===== src/rtl/uart_pkg.sv =====
// Shared UART types, constants and the parity helper.
package uart_pkg;

  localparam int unsigned OVERSAMPLE = 16;

  typedef enum logic [2:0] {
    ST_IDLE,
    ST_START,
    ST_DATA,
    ST_PARITY,
    ST_STOP
  } uart_state_t;

  typedef enum logic {
    PAR_EVEN = 1'b0,
    PAR_ODD  = 1'b1
  } parity_t;

  typedef enum logic {
    STOP_1 = 1'b0,
    STOP_2 = 1'b1
  } stop_t;

  // XOR of the first 5+bits_code data bits, inverted for odd parity.
  function automatic logic calc_parity(input logic [7:0] data,
                                       input logic [1:0] bits_code,
                                       input parity_t    mode);
    logic p;
    p = (mode == PAR_ODD);
    for (int unsigned i = 0; i < 8; i++) begin
      if (i < (32'd5 + 32'(bits_code))) p = p ^ data[i];
    end
    return p;
  endfunction

endpackage


===== src/rtl/sync_fifo.sv =====
// First-word-fallthrough synchronous FIFO with occupancy output.
module sync_fifo #(
  parameter int unsigned WIDTH = 8,
  parameter int unsigned DEPTH = 16
) (
  input  logic                     clk,
  input  logic                     reset,
  input  logic                     push,
  input  logic [WIDTH-1:0]         push_data,
  input  logic                     pop,
  output logic [WIDTH-1:0]         pop_data,
  output logic                     full,
  output logic                     empty,
  output logic [$clog2(DEPTH):0]   level
);

  localparam int unsigned AW = $clog2(DEPTH);

  logic [WIDTH-1:0] mem [DEPTH];
  logic [AW-1:0]    wr_ptr;
  logic [AW-1:0]    rd_ptr;
  logic             do_push;
  logic             do_pop;

  assign full     = (level == (AW+1)'(DEPTH));
  assign empty    = (level == '0);
  assign do_push  = push && !full;
  assign do_pop   = pop && !empty;
  assign pop_data = mem[rd_ptr];

  // Storage write; contents are don't-care until the pointers cover them.
  always_ff @(posedge clk) begin
    if (do_push) mem[wr_ptr] <= push_data;
  end

  // Pointers wrap naturally at DEPTH (power of two); level tracks occupancy.
  always_ff @(posedge clk or posedge reset) begin
    if (reset) begin
      wr_ptr <= '0;
      rd_ptr <= '0;
      level  <= '0;
    end else begin
      if (do_push) wr_ptr <= wr_ptr + AW'(1);
      if (do_pop)  rd_ptr <= rd_ptr + AW'(1);
      case ({do_push, do_pop})
        2'b10:   level <= level + (AW+1)'(1);
        2'b01:   level <= level - (AW+1)'(1);
        default: level <= level;
      endcase
    end
  end

endmodule


===== src/rtl/uart_ctrl.sv =====
// UART controller: baud tick generator, TX/RX framers, TX and RX FIFOs.
module uart_ctrl
  import uart_pkg::*;
#(
  parameter int unsigned FIFO_DEPTH = 16,
  parameter int unsigned DIV_WIDTH  = 16
) (
  input  logic                          clk,
  input  logic                          reset,
  input  logic [DIV_WIDTH-1:0]          baud_div,
  input  logic [1:0]                    cfg_data_bits,
  input  logic                          cfg_parity_en,
  input  logic                          cfg_parity_odd,
  input  logic                          cfg_stop2,
  input  logic                          cfg_loopback,
  input  logic [7:0]                    tx_data,
  input  logic                          tx_valid,
  output logic                          tx_ready,
  output logic                          tx,
  output logic                          tx_busy,
  input  logic                          rx,
  output logic [7:0]                    rx_data,
  output logic                          rx_valid,
  input  logic                          rx_ready,
  output logic                          rx_err_parity,
  output logic                          rx_err_frame,
  output logic                          rx_overrun,
  input  logic                          rx_overrun_clr,
  output logic [$clog2(FIFO_DEPTH):0]   tx_level,
  output logic [$clog2(FIFO_DEPTH):0]   rx_level
);

  localparam logic [3:0] BIT_LAST = 4'(OVERSAMPLE - 1);
  localparam logic [3:0] BIT_MID  = 4'(OVERSAMPLE / 2 - 1);

  // ---------------- oversample tick ----------------
  logic [DIV_WIDTH-1:0] div_cnt;
  logic [DIV_WIDTH-1:0] div_last;
  logic                 tick;

  assign div_last = (baud_div == '0) ? '0 : baud_div - DIV_WIDTH'(1);
  assign tick     = (div_cnt >= div_last);

  // Free-running divider; >= guards against baud_div shrinking mid-count.
  always_ff @(posedge clk or posedge reset) begin
    if (reset)     div_cnt <= '0;
    else if (tick) div_cnt <= '0;
    else           div_cnt <= div_cnt + DIV_WIDTH'(1);
  end

  // ---------------- TX path ----------------
  logic [7:0]  txf_data;
  logic        txf_full, txf_empty;
  logic        tx_start;

  sync_fifo #(.WIDTH(8), .DEPTH(FIFO_DEPTH)) u_tx_fifo (
    .clk       (clk),
    .reset     (reset),
    .push      (tx_valid),
    .push_data (tx_data),
    .pop       (tx_start),
    .pop_data  (txf_data),
    .full      (txf_full),
    .empty     (txf_empty),
    .level     (tx_level)
  );

  uart_state_t tx_state, tx_state_n;
  logic [3:0]  tx_tcnt, tx_tcnt_n;
  logic [2:0]  tx_bidx, tx_bidx_n;
  logic [7:0]  tx_sh, tx_sh_n;
  logic [1:0]  tx_bits, tx_bits_n;
  logic        tx_par_en, tx_par_en_n;
  stop_t       tx_stop_mode, tx_stop_mode_n;
  logic        tx_par_bit, tx_par_bit_n;
  logic        tx_stop_cnt, tx_stop_cnt_n;
  logic        tx_q, tx_q_n;

  // TX state and line register; reset forces the line idle immediately.
  always_ff @(posedge clk or posedge reset) begin
    if (reset) begin
      tx_state     <= ST_IDLE;
      tx_tcnt      <= '0;
      tx_bidx      <= '0;
      tx_sh        <= '0;
      tx_bits      <= '0;
      tx_par_en    <= 1'b0;
      tx_stop_mode <= STOP_1;
      tx_par_bit   <= 1'b0;
      tx_stop_cnt  <= 1'b0;
      tx_q         <= 1'b1;
    end else begin
      tx_state     <= tx_state_n;
      tx_tcnt      <= tx_tcnt_n;
      tx_bidx      <= tx_bidx_n;
      tx_sh        <= tx_sh_n;
      tx_bits      <= tx_bits_n;
      tx_par_en    <= tx_par_en_n;
      tx_stop_mode <= tx_stop_mode_n;
      tx_par_bit   <= tx_par_bit_n;
      tx_stop_cnt  <= tx_stop_cnt_n;
      tx_q         <= tx_q_n;
    end
  end

  // TX next state; the last stop bit chains straight into the next start bit.
  always_comb begin
    tx_state_n     = tx_state;
    tx_tcnt_n      = tx_tcnt;
    tx_bidx_n      = tx_bidx;
    tx_sh_n        = tx_sh;
    tx_bits_n      = tx_bits;
    tx_par_en_n    = tx_par_en;
    tx_stop_mode_n = tx_stop_mode;
    tx_par_bit_n   = tx_par_bit;
    tx_stop_cnt_n  = tx_stop_cnt;
    tx_q_n         = tx_q;
    tx_start       = 1'b0;

    case (tx_state)
      ST_IDLE: begin
        if (tick && !txf_empty) tx_start = 1'b1;
      end
      ST_START: begin
        if (tick) begin
          if (tx_tcnt == BIT_LAST) begin
            tx_tcnt_n  = '0;
            tx_bidx_n  = '0;
            tx_state_n = ST_DATA;
            tx_q_n     = tx_sh[0];
          end else begin
            tx_tcnt_n = tx_tcnt + 4'd1;
          end
        end
      end
      ST_DATA: begin
        if (tick) begin
          if (tx_tcnt == BIT_LAST) begin
            tx_tcnt_n = '0;
            if (tx_bidx == {1'b1, tx_bits}) begin
              if (tx_par_en) begin
                tx_state_n = ST_PARITY;
                tx_q_n     = tx_par_bit;
              end else begin
                tx_state_n    = ST_STOP;
                tx_q_n        = 1'b1;
                tx_stop_cnt_n = 1'b0;
              end
            end else begin
              tx_bidx_n = tx_bidx + 3'd1;
              tx_sh_n   = {1'b0, tx_sh[7:1]};
              tx_q_n    = tx_sh[1];
            end
          end else begin
            tx_tcnt_n = tx_tcnt + 4'd1;
          end
        end
      end
      ST_PARITY: begin
        if (tick) begin
          if (tx_tcnt == BIT_LAST) begin
            tx_tcnt_n     = '0;
            tx_state_n    = ST_STOP;
            tx_q_n        = 1'b1;
            tx_stop_cnt_n = 1'b0;
          end else begin
            tx_tcnt_n = tx_tcnt + 4'd1;
          end
        end
      end
      ST_STOP: begin
        if (tick) begin
          if (tx_tcnt == BIT_LAST) begin
            tx_tcnt_n = '0;
            if (tx_stop_mode == STOP_2 && !tx_stop_cnt) begin
              tx_stop_cnt_n = 1'b1;
            end else if (!txf_empty) begin
              tx_start = 1'b1;
            end else begin
              tx_state_n = ST_IDLE;
            end
          end else begin
            tx_tcnt_n = tx_tcnt + 4'd1;
          end
        end
      end
      default: tx_state_n = ST_IDLE;
    endcase

    // Frame start: pop the head and latch the config for the whole frame.
    if (tx_start) begin
      tx_state_n     = ST_START;
      tx_tcnt_n      = '0;
      tx_q_n         = 1'b0;
      tx_sh_n        = txf_data;
      tx_bits_n      = cfg_data_bits;
      tx_par_en_n    = cfg_parity_en;
      tx_stop_mode_n = stop_t'(cfg_stop2);
      tx_par_bit_n   = calc_parity(txf_data, cfg_data_bits, parity_t'(cfg_parity_odd));
    end
  end

  assign tx       = tx_q;
  assign tx_busy  = (tx_state != ST_IDLE);
  assign tx_ready = !txf_full;

  // ---------------- RX path ----------------
  logic rx_s1, rx_s2, rx_in;

  // Two-flop synchroniser on the asynchronous rx pin.
  always_ff @(posedge clk or posedge reset) begin
    if (reset) begin
      rx_s1 <= 1'b1;
      rx_s2 <= 1'b1;
    end else begin
      rx_s1 <= rx;
      rx_s2 <= rx_s1;
    end
  end

  assign rx_in = cfg_loopback ? tx_q : rx_s2;

  uart_state_t rx_state, rx_state_n;
  logic [3:0]  rx_tcnt, rx_tcnt_n;
  logic [2:0]  rx_bidx, rx_bidx_n;
  logic [7:0]  rx_sh, rx_sh_n;
  logic [1:0]  rx_bits, rx_bits_n;
  logic        rx_par_en, rx_par_en_n;
  parity_t     rx_par_mode, rx_par_mode_n;
  logic        rx_perr, rx_perr_n;
  logic        rx_push;
  logic [9:0]  rx_entry;
  logic [9:0]  rxf_data;
  logic        rxf_full, rxf_empty;

  // RX state register.
  always_ff @(posedge clk or posedge reset) begin
    if (reset) begin
      rx_state    <= ST_IDLE;
      rx_tcnt     <= '0;
      rx_bidx     <= '0;
      rx_sh       <= '0;
      rx_bits     <= '0;
      rx_par_en   <= 1'b0;
      rx_par_mode <= PAR_EVEN;
      rx_perr     <= 1'b0;
    end else begin
      rx_state    <= rx_state_n;
      rx_tcnt     <= rx_tcnt_n;
      rx_bidx     <= rx_bidx_n;
      rx_sh       <= rx_sh_n;
      rx_bits     <= rx_bits_n;
      rx_par_en   <= rx_par_en_n;
      rx_par_mode <= rx_par_mode_n;
      rx_perr     <= rx_perr_n;
    end
  end

  // RX next state: validate start at mid-bit, then sample every 16 ticks.
  always_comb begin
    rx_state_n    = rx_state;
    rx_tcnt_n     = rx_tcnt;
    rx_bidx_n     = rx_bidx;
    rx_sh_n       = rx_sh;
    rx_bits_n     = rx_bits;
    rx_par_en_n   = rx_par_en;
    rx_par_mode_n = rx_par_mode;
    rx_perr_n     = rx_perr;
    rx_push       = 1'b0;
    rx_entry      = {rx_perr, ~rx_in, rx_sh};

    case (rx_state)
      ST_IDLE: begin
        if (tick && !rx_in) begin
          rx_state_n    = ST_START;
          rx_tcnt_n     = '0;
          rx_sh_n       = '0;
          rx_perr_n     = 1'b0;
          rx_bits_n     = cfg_data_bits;
          rx_par_en_n   = cfg_parity_en;
          rx_par_mode_n = parity_t'(cfg_parity_odd);
        end
      end
      ST_START: begin
        if (tick) begin
          if (rx_tcnt == BIT_MID) begin
            rx_tcnt_n = '0;
            rx_bidx_n = '0;
            rx_state_n = rx_in ? ST_IDLE : ST_DATA;
          end else begin
            rx_tcnt_n = rx_tcnt + 4'd1;
          end
        end
      end
      ST_DATA: begin
        if (tick) begin
          if (rx_tcnt == BIT_LAST) begin
            rx_tcnt_n          = '0;
            rx_sh_n[rx_bidx]   = rx_in;
            if (rx_bidx == {1'b1, rx_bits}) begin
              rx_state_n = rx_par_en ? ST_PARITY : ST_STOP;
            end else begin
              rx_bidx_n = rx_bidx + 3'd1;
            end
          end else begin
            rx_tcnt_n = rx_tcnt + 4'd1;
          end
        end
      end
      ST_PARITY: begin
        if (tick) begin
          if (rx_tcnt == BIT_LAST) begin
            rx_tcnt_n  = '0;
            rx_perr_n  = (rx_in != calc_parity(rx_sh, rx_bits, rx_par_mode));
            rx_state_n = ST_STOP;
          end else begin
            rx_tcnt_n = rx_tcnt + 4'd1;
          end
        end
      end
      ST_STOP: begin
        if (tick) begin
          if (rx_tcnt == BIT_LAST) begin
            rx_tcnt_n  = '0;
            rx_push    = 1'b1;
            rx_state_n = ST_IDLE;
          end else begin
            rx_tcnt_n = rx_tcnt + 4'd1;
          end
        end
      end
      default: rx_state_n = ST_IDLE;
    endcase
  end

  sync_fifo #(.WIDTH(10), .DEPTH(FIFO_DEPTH)) u_rx_fifo (
    .clk       (clk),
    .reset     (reset),
    .push      (rx_push),
    .push_data (rx_entry),
    .pop       (rx_ready),
    .pop_data  (rxf_data),
    .full      (rxf_full),
    .empty     (rxf_empty),
    .level     (rx_level)
  );

  // Sticky overrun; a drop in the same cycle as a clear keeps it set.
  always_ff @(posedge clk or posedge reset) begin
    if (reset)                     rx_overrun <= 1'b0;
    else if (rx_push && rxf_full)  rx_overrun <= 1'b1;
    else if (rx_overrun_clr)       rx_overrun <= 1'b0;
  end

  assign rx_valid      = !rxf_empty;
  assign rx_data       = rx_valid ? rxf_data[7:0] : '0;
  assign rx_err_frame  = rx_valid & rxf_data[8];
  assign rx_err_parity = rx_valid & rxf_data[9];

endmodule

===== config.mk =====
export PLATFORM = sky130hd
export DESIGN_NAME = uart_ctrl
export DESIGN_NICKNAME = d
export VERILOG_FILES = /design/src/rtl/uart_pkg.sv /design/src/rtl/sync_fifo.sv /design/src/rtl/uart_ctrl.sv
export SDC_FILE = /design/constraint.sdc
export NUM_CORES = 1
export LEC_CHECK = 0
export ABC_CLOCK_PERIOD_IN_PS = 4550
export BUFFER_PORTS_ARGS = -buffer_cell sky130_fd_sc_hd__buf_2
export CAP_MARGIN = 20
export CELL_PAD_IN_SITES_DETAIL_PLACEMENT = 0
export CELL_PAD_IN_SITES_GLOBAL_PLACEMENT = 1
export CORE_UTILIZATION = 52
export DETAILED_ROUTE_END_ITERATION = 7
export PLACE_DENSITY_LB_ADDON = 0.1
export SLEW_MARGIN = 10
export SYNTH_ARGS = -nofsm -noshare
export SYNTH_HDL_FRONTEND = slang
export SYNTH_HIERARCHICAL = 1
export SYNTH_SLANG_ARGS = --single-unit

===== constraint.sdc =====
create_clock -name clk -period 4.55 [get_ports clk]
set_clock_uncertainty 0.05 [all_clocks]
set_input_delay 0.2275 -clock clk [delete_from_list [all_inputs] [get_ports clk]]
set_output_delay 0.2275 -clock clk [all_outputs]
set_load 0.05 [all_outputs]

# --- Yosys cells after proc, flatten, opt, wreduce, memory -nomap -nowiden ---
# Memory sizes are Yosys's and may differ from the RTL's.
# Cells that the tools add are included.
word_totals:
  in_bits: 36
  ff_bits: 93
  mem_count: 2
  output_inout_bits: 25
  mem_bits_rw: 288
  elab_cells: 343
classes:
  n_mux: 153
  add_sub_neg: 16
  n_eq_ne: 57
  order_cmp: 19
  reduce_logical: 49
  bitwise: 19
mem_list:
  columns: ["name", "depth", "word_bits", "read_ports", "rd_clocked_by_memory_dff", "wr", "line_no", "rtl"]
  rows:
  - ["u_rx_fifo.mem", 16, 10, 1, 0, 1, "sync_fifo.sv:19", "logic [WIDTH-1:0] mem [DEPTH];"]
  - ["u_tx_fifo.mem", 16, 8, 1, 0, 1, "sync_fifo.sv:19", null]
ops:
  columns: ["op", "n"]
  rows:
  - ["< comparator 3 x 32 -> 1 bit, first input constant", 6]
  - ["< comparator 1 x 32 -> 1 bit, first input constant", 4]
  - ["< comparator 2 x 32 -> 1 bit, first input constant", 4]
  - ["2-to-1 mux 3 bit", 34]
  - ["2-to-1 mux 1 bit", 84]
  - ["2-to-1 mux 8 bit", 9]
  - ["!= test 2 bit, second input constant", 23]
  - ["2-to-1 mux 4 bit", 9]
  - ["!= test 3 x 2 -> 1 bit, second input constant", 11]
  - ["2-to-1 mux 16 bit", 2]
  - ["one-hot mux 3 bit (5 select lines)", 2]
  - ["adder 4 x 1 -> 4 bit, second input constant", 6]
  - ["nonzero test 2 bit", 11]
  - ["one-hot mux 5 bit (2 select lines)", 2]
  - ["AND reduction 10 bit", 2]
  - ["adder 16 x 1 -> 16 bit, second input constant", 1]
  - ["greater-or-equal comparator 16 bit", 1]
  - ["zero test 16 bit", 1]
  - ["one-hot mux 8 bit (2 select lines)", 1]
  - ["AND reduction 4 bit", 4]
  - ["subtractor 16 x 1 -> 16 bit, second input constant", 1]
  - ["bitwise XOR 1 bit", 16]
  - ["== test 3 x 2 -> 1 bit, second input constant", 4]
  - ["one-hot mux 3 bit (2 select lines)", 2]
  - ["37 further kinds", 73]

# --- Logic depth before layout (Yosys ltp) ---
logic_depth:
  word_depth: 45
  ltp_mapped: 25
  depth_no_buf: 22

# --- Cells and area by module ---
# The synthesis kept the hierarchy.
by_module_without_submodules:
  columns: ["mod", "seq_area_each_um2", "area_each_um2", "cells_per_inst", "instances"]
  rows:
  - ["sync_fifo (u_rx_fifo)", 5129.9, 6999.2, 391, 1]
  - ["sync_fifo (u_tx_fifo)", 4169.0, 5789.3, 333, 1]
  - ["uart_ctrl", 1680.4, 4516.8, 506, 1]

# --- Least setup slack after synthesis ---
# Ideal clock, no wire load.
synth_path:
  path_kind: "input to register"
  startpoint: "in baud_div[3]"
  endpoint: "reg u_rx_fifo.level[4]"
  arrival_ns: 4.654
  path_stages: 24
  slack_ns: -0.296
  n_path_buf: 3
  t_required_ns: 4.358
  setup_ns: 0.142
  path_cell_list: "or3_1 nor4_2 nand2_1 nor4_1 xor2_1 nand2_1 ha_1 nand4_1 a211oi_1 a32oi_1 and2_1 buf_6 buf_4 nor3_1 and2_1 buf_2 inv_1 ha_1 ha_1 nor2b_1 o21ai_1 a21oi_1 or3b_1 xnor2_1"
synth_between:
  elab_chain_len: 8
  elab_cells_between_ends: 11
  cone_classes: "add/sub: 1; order compare: 1; eq/ne: 2; mux: 4; reduce/logical: 3"
synth_rtl:
  columns: ["element", "line_no", "rtl"]
  rows:
  - ["start: declaration", "uart_ctrl.sv:10", "input logic [DIV_WIDTH-1:0] baud_div,"]
  - ["subtractor 16 x 1 -> 16 bit or zero test 16 bit (tied branches)", "uart_ctrl.sv:41", "assign div_last = (baud_div == '0) ? '0 : baud_div - DIV_WIDTH'(1);"]
  - ["2-to-1 mux 16 bit *", "uart_ctrl.sv:41", null]
  - ["greater-or-equal comparator 16 bit *", "uart_ctrl.sv:42", "assign tick = (div_cnt >= div_last);"]
  - ["2-to-1 mux 1 bit *", "uart_ctrl.sv:322", "if (tick) begin"]
  - ["2-to-1 mux 1 bit *", "uart_ctrl.sv:272", "case (rx_state)"]
  - ["via rx_push", "uart_ctrl.sv:231", "logic rx_push;"]
  - ["logical AND 1 bit *", "sync_fifo.sv:27", "assign do_push = push && !full;"]
  - ["== test 2 x 1 -> 1 bit or == test 2 bit (tied branches)", "sync_fifo.sv:45", "case ({do_push, do_pop})"]
  - ["one-hot mux 5 bit (2 select lines) or nonzero test 2 bit (tied branches)", null, null]
  - ["end signal: assignment", "sync_fifo.sv:46", "2'b10: level <= level + (AW+1)'(1);"]
  - ["end signal: assignment", "sync_fifo.sv:47", "2'b01: level <= level - (AW+1)'(1);"]
  - ["end signal: assignment", "sync_fifo.sv:48", "default: level <= level;"]
  - ["end: declaration", "sync_fifo.sv:14", "output logic [$clog2(DEPTH):0] level"]
# The timed path passes the listed nets; every way through them passes the cells marked *.
# A chain may end at the register's enable or synchronous reset.

# --- Worst setup path in the final report ---
layout_path:
  startpoint: "in baud_div[2]"
  endpoint: "reg u_tx_fifo.level[4]"
layout_between:
  elab_chain_len: 9
  elab_cells_between_ends: 13
  cone_classes: "add/sub: 1; order compare: 1; eq/ne: 2; mux: 5; reduce/logical: 4"
layout_rtl:
  columns: ["element", "line_no", "rtl"]
  rows:
  - ["subtractor 16 x 1 -> 16 bit or zero test 16 bit (tied branches)", "uart_ctrl.sv:41", null]
  - ["2-to-1 mux 16 bit *", "uart_ctrl.sv:41", null]
  - ["greater-or-equal comparator 16 bit *", "uart_ctrl.sv:42", null]
  - ["logical AND 1 bit", "uart_ctrl.sv:122", "if (tick && !txf_empty) tx_start = 1'b1;"]
  - ["2-to-1 mux 1 bit", "uart_ctrl.sv:122", null]
  - ["one-hot mux 1 bit (2 select lines) *", "uart_ctrl.sv:120", "case (tx_state)"]
  - ["via tx_start", "uart_ctrl.sv:54", "logic tx_start;"]
  - ["logical AND 1 bit *", "sync_fifo.sv:28", "assign do_pop = pop && !empty;"]
  - ["== test 2 x 1 -> 1 bit or == test 2 bit (tied branches)", "sync_fifo.sv:45", null]
  - ["one-hot mux 5 bit (2 select lines) or nonzero test 2 bit (tied branches)", null, null]
  - ["end signal: assignment", "sync_fifo.sv:46", null]
  - ["end signal: assignment", "sync_fifo.sv:47", null]
  - ["end signal: assignment", "sync_fifo.sv:48", null]
  - ["end: declaration", "sync_fifo.sv:14", null]
# Marks and branches as above.

==> impl_metrics.csv <==
group,metric,value,unit
route,firstDrtPassIters,5,
worst_hold_path,hold_class,"primary input to flip-flop",
clocking,clkTransAtPathRegs,0.06,ns
setup_path,endpoint_kind,"flip-flop",
route,wirelength,36210,microns
setup_path,cp_slowest_stage_delay,0.40,ns
clocking,cts_inserted_buffers,40,
setup_path,critPathMostFrequentCell,"ha_4",
global_routing,track_usage,0.2215,
route,vias_per_cell,5.669,
clocking,post_cts_buffers,0,
global_routing,grt_pass1_vias,10150,
setup_path,crit_buf_inv,3,
clocking,clock-sinks,381,
yosys,synth_seq_cells,381,
yosys,synth_nets,1309,
power_and_ir_drop,ir_worst_vdd,0.3953,mV
setup_path,start_kind,"primary input",
global_routing,grt_first_pass_wirelength,57100,microns
finish,area_growth,14.45,%
job,drv_cap,0,
floorplanning,dieHeight,184.4,microns
clocking,clk_path_buf_depth,3,
setup_path,r2r-start,"div_cnt[0]",
power_and_ir_drop,p_sw,3.268,mW
setup_path,path_cells,"buf_2 -> or3_4 -> nor4_4 -> nand2_2 -> nor4_2 -> xor2_1 -> nand2_1 -> ha_4 -> nand4_1 -> a211oi_2 -> a32oi_2 -> and2_2 -> buf_4 -> nor2_4 -> nor2b_4 -> ha_4 -> inv_1 -> fa_2 -> nor2b_1 -> o21ai_0 -> nand3_1 -> or3b_1 -> xnor2_1",
power_and_ir_drop,report.power.total,10.19,mW
timing,fmax,0.2408,GHz
finish,fillCellCount,2552,
timing,setup-tns-final,0,ns
power_and_ir_drop,comb_power_share,0.251,
outcome,status,"finished clean",
yosys,yosys_warnings,6,
setup_path,crit_required,4.91,ns
clocking,cts_tree,"built",
power_and_ir_drop,p_seq_frac,0.434,
floorplanning,rows,66,
route,num_vias,10300,
route,ant_nets,0,
finish,final_common_cell,"edfxtp_1",
setup_path,arrival,4.51,ns
yosys,synth_edf_count,288,
floorplanning,core_area,32620,sq um
worst_hold_path,worstHoldStart,"tx_data[1]",
finish,final_nets,1422,
route,routedWlPerCell,19.93,microns
power_and_ir_drop,clkPwrFrac,0.315,
global_routing,grt_max_degree,36,
yosys,ys_seq_area_frac,0.6344,
timing,drv_slew,0,
clocking,clk_latency,0.54,ns
worst_hold_path,hold_path_depth,1,
timing,finalSetupViolations,0,
timing,min_period,4.152,ns
power_and_ir_drop,p_per_area,514.4,nW/um^2
global_routing,antenna_found_initial,0,
setup_path,cpLargestDelayFamily,"simple AND/OR/NAND/NOR gates",
route,drt-initial-drc-count,601,
timing,worst_slew_pin_slew,0.9529,ns
floorplanning,die_w,184.4,microns
power_and_ir_drop,internal_power,6.922,mW
finish,multi_input_area,5931,sq um
floorplanning,ioPinCount,61,
timing,holdWs,0.03352,ns
yosys,netlist_instances,1230,
timing,rsz0062_at_grt,"no",
timing,max_slew_margin,0.3624,
power_and_ir_drop,swShare,0.3207,
floorplanning,die_area,34010,sq um
placed_design,place.gp.congestion,0.7910,
yosys,syn_area,17310,sq um
worst_hold_path,whs_endpoint,"u_tx_fifo/mem[10][1]",
route,drc,0,
setup_path,r2r_setup_slack,0.83,ns
clocking,cts_root_buf,"clkbuf_16",
yosys,synth_cell_types,72,
setup_path,critical_path_class,"primary input to flip-flop",
yosys,async_flop_share,0.2441,
finish,layout_common_cells,"edfxtp_1 (288), dfrtp_1 (88), nand2_1 (84)",
timing,period_share,0.9126,
setup_path,critPathMaxFanout,3,
clocking,cts-htree-levels,2,
global_routing,overflow,0,
yosys,ys.flop_type,"edfxtp_1",
placed_design,port_buffers,60,
setup_path,r2r-end,"u_rx_fifo/level[4]",
yosys,avgSynthCellArea,14.07,sq um
placed_design,hpwl,23920,microns
setup_path,reg2reg_depth,18,
finish,seqCellArea,10980,sq um
power_and_ir_drop,p_leak,7.125,nW
timing,hold_violations,0,
finish,diodes,0,
floorplanning,initial_core_util,0.5305,
setup_path,cpMaxStageDelayCell,"or3_4",
finish,drive_above_1_share,0.2036,
## flip-flops by register name, indices dropped and copies added, names as in the netlist, 3 cells and up
| register | flops |
|---|---|
| u_rx_fifo/mem | 160 |
| u_tx_fifo/mem | 128 |
| div_cnt | 16 |
| rx_sh | 8 |
| tx_sh | 8 |
| u_rx_fifo/level | 5 |
| u_tx_fifo/level | 5 |
| rx_tcnt | 4 |
| tx_tcnt | 4 |
| u_rx_fifo/rd_ptr | 4 |
| u_rx_fifo/wr_ptr | 4 |
| u_tx_fifo/rd_ptr | 4 |
| u_tx_fifo/wr_ptr | 4 |
| rx_bidx | 3 |
| rx_state | 3 |
| tx_bidx | 3 |
| tx_state | 3 |
## routing by layer
| layer | global-route usage | vias up | share of wire |
|---|---|---|---|
| met1 | 0.2940 | 5107 | 0.44 |
| met2 | 0.3826 | 225 | 0.50 |
| met5 | 0 | - | 0 |
| met3 | 0.03122 | 59 | 0.038 |
| li1 | - | 4909 | - |
| met4 | 0.05800 | 0 | 0.020 |
## cells by family after synthesis
group,count (synthesis),synth area share
AO/OA/AOI/OAI,235,0.08958
XOR/XNOR,68,0.03442
adder cells (fa/ha/maj),43,0.03196
buffers and inverters,99,0.02943
flip-flops,381,0.6344
multiplexers,124,0.1005
AND/OR/NAND/NOR,280,0.07968
## area by class of cell
class	count	share of cell area
repair buffers	132	0.04473
clock inverters	21	0.009855
clock buffers	53	0.05616
flip-flops and latches	381	0.5546
inverters	38	0.007328
multi-input cells	750	0.2994
well taps	442	0.02792
## synth_stat cells, drive strengths merged, types with 10 or more instances
master	n	area (sq um)
ha	41	513.0
clkbuf	31	116.4
a22oi	20	150.1
xnor2	45	394.1
xor2	23	201.4
a21oi	42	214.0
a221oi	18	170.2
nor3	27	135.1
mux4	36	810.8
buf	30	250.2
nor2b	22	137.6
mux2i	56	560.5
o31ai	11	82.58
nand2	87	331.6
edfxtp	288	8648
nor2	57	216.5
nand2b	10	62.56
o21ai	78	390.4
inv	38	142.6
mux2	32	367.9
nand3	26	130.1
dfrtp	90	2252
o41ai	11	96.34
## how the worst max path moves through the flow
stage,start,to,slack (ns),cells past startpoint
after floorplan,baud_div[2],u_rx_fifo/level[4],-0.10,23
after global placement,baud_div[2],u_rx_fifo/level[4],-0.24,24
after detailed placement,baud_div[2],u_rx_fifo/level[4],-0.33,24
after CTS,baud_div[2],u_tx_fifo/level[4],0.22,23
after global routing,baud_div[2],u_tx_fifo/level[4],0.1,23
final,baud_div[2],u_tx_fifo/level[4],0.40,23
## power groups by stage
stage	clock network [mW]	registers (mW)	logic (mW)
3_3_place_gp	0	4.49	2.54
6_report	3.21	4.42	2.56
2_1_floorplan	0	4.41	1.96
4_1_cts	3.28	4.42	2.58
5_1_grt	3.41	4.47	2.81
3_5_place_dp	0	4.49	2.57
## repair_timing
action	in CTS	in global routing
hold endpoints to repair	70	0
hold buffers	8	0
resized for setup	0	4
setup endpoints to repair	0	2
## metrics by stage
step	setup WS (ns)	area (sq um)	cells	utilization
floorplan	-0.1030	17420	1230	-
global placement	-0.2363	18400	1735	0.5642
detailed placement	-0.3338	18400	1735	0.5642
CTS	0.2234	19790	1817	0.6067
global route	0.09708	19810	1817	0.6072
finish	0.3976	19810	1817	0.6072
Note: power is estimated with default switching activity, not from simulation.
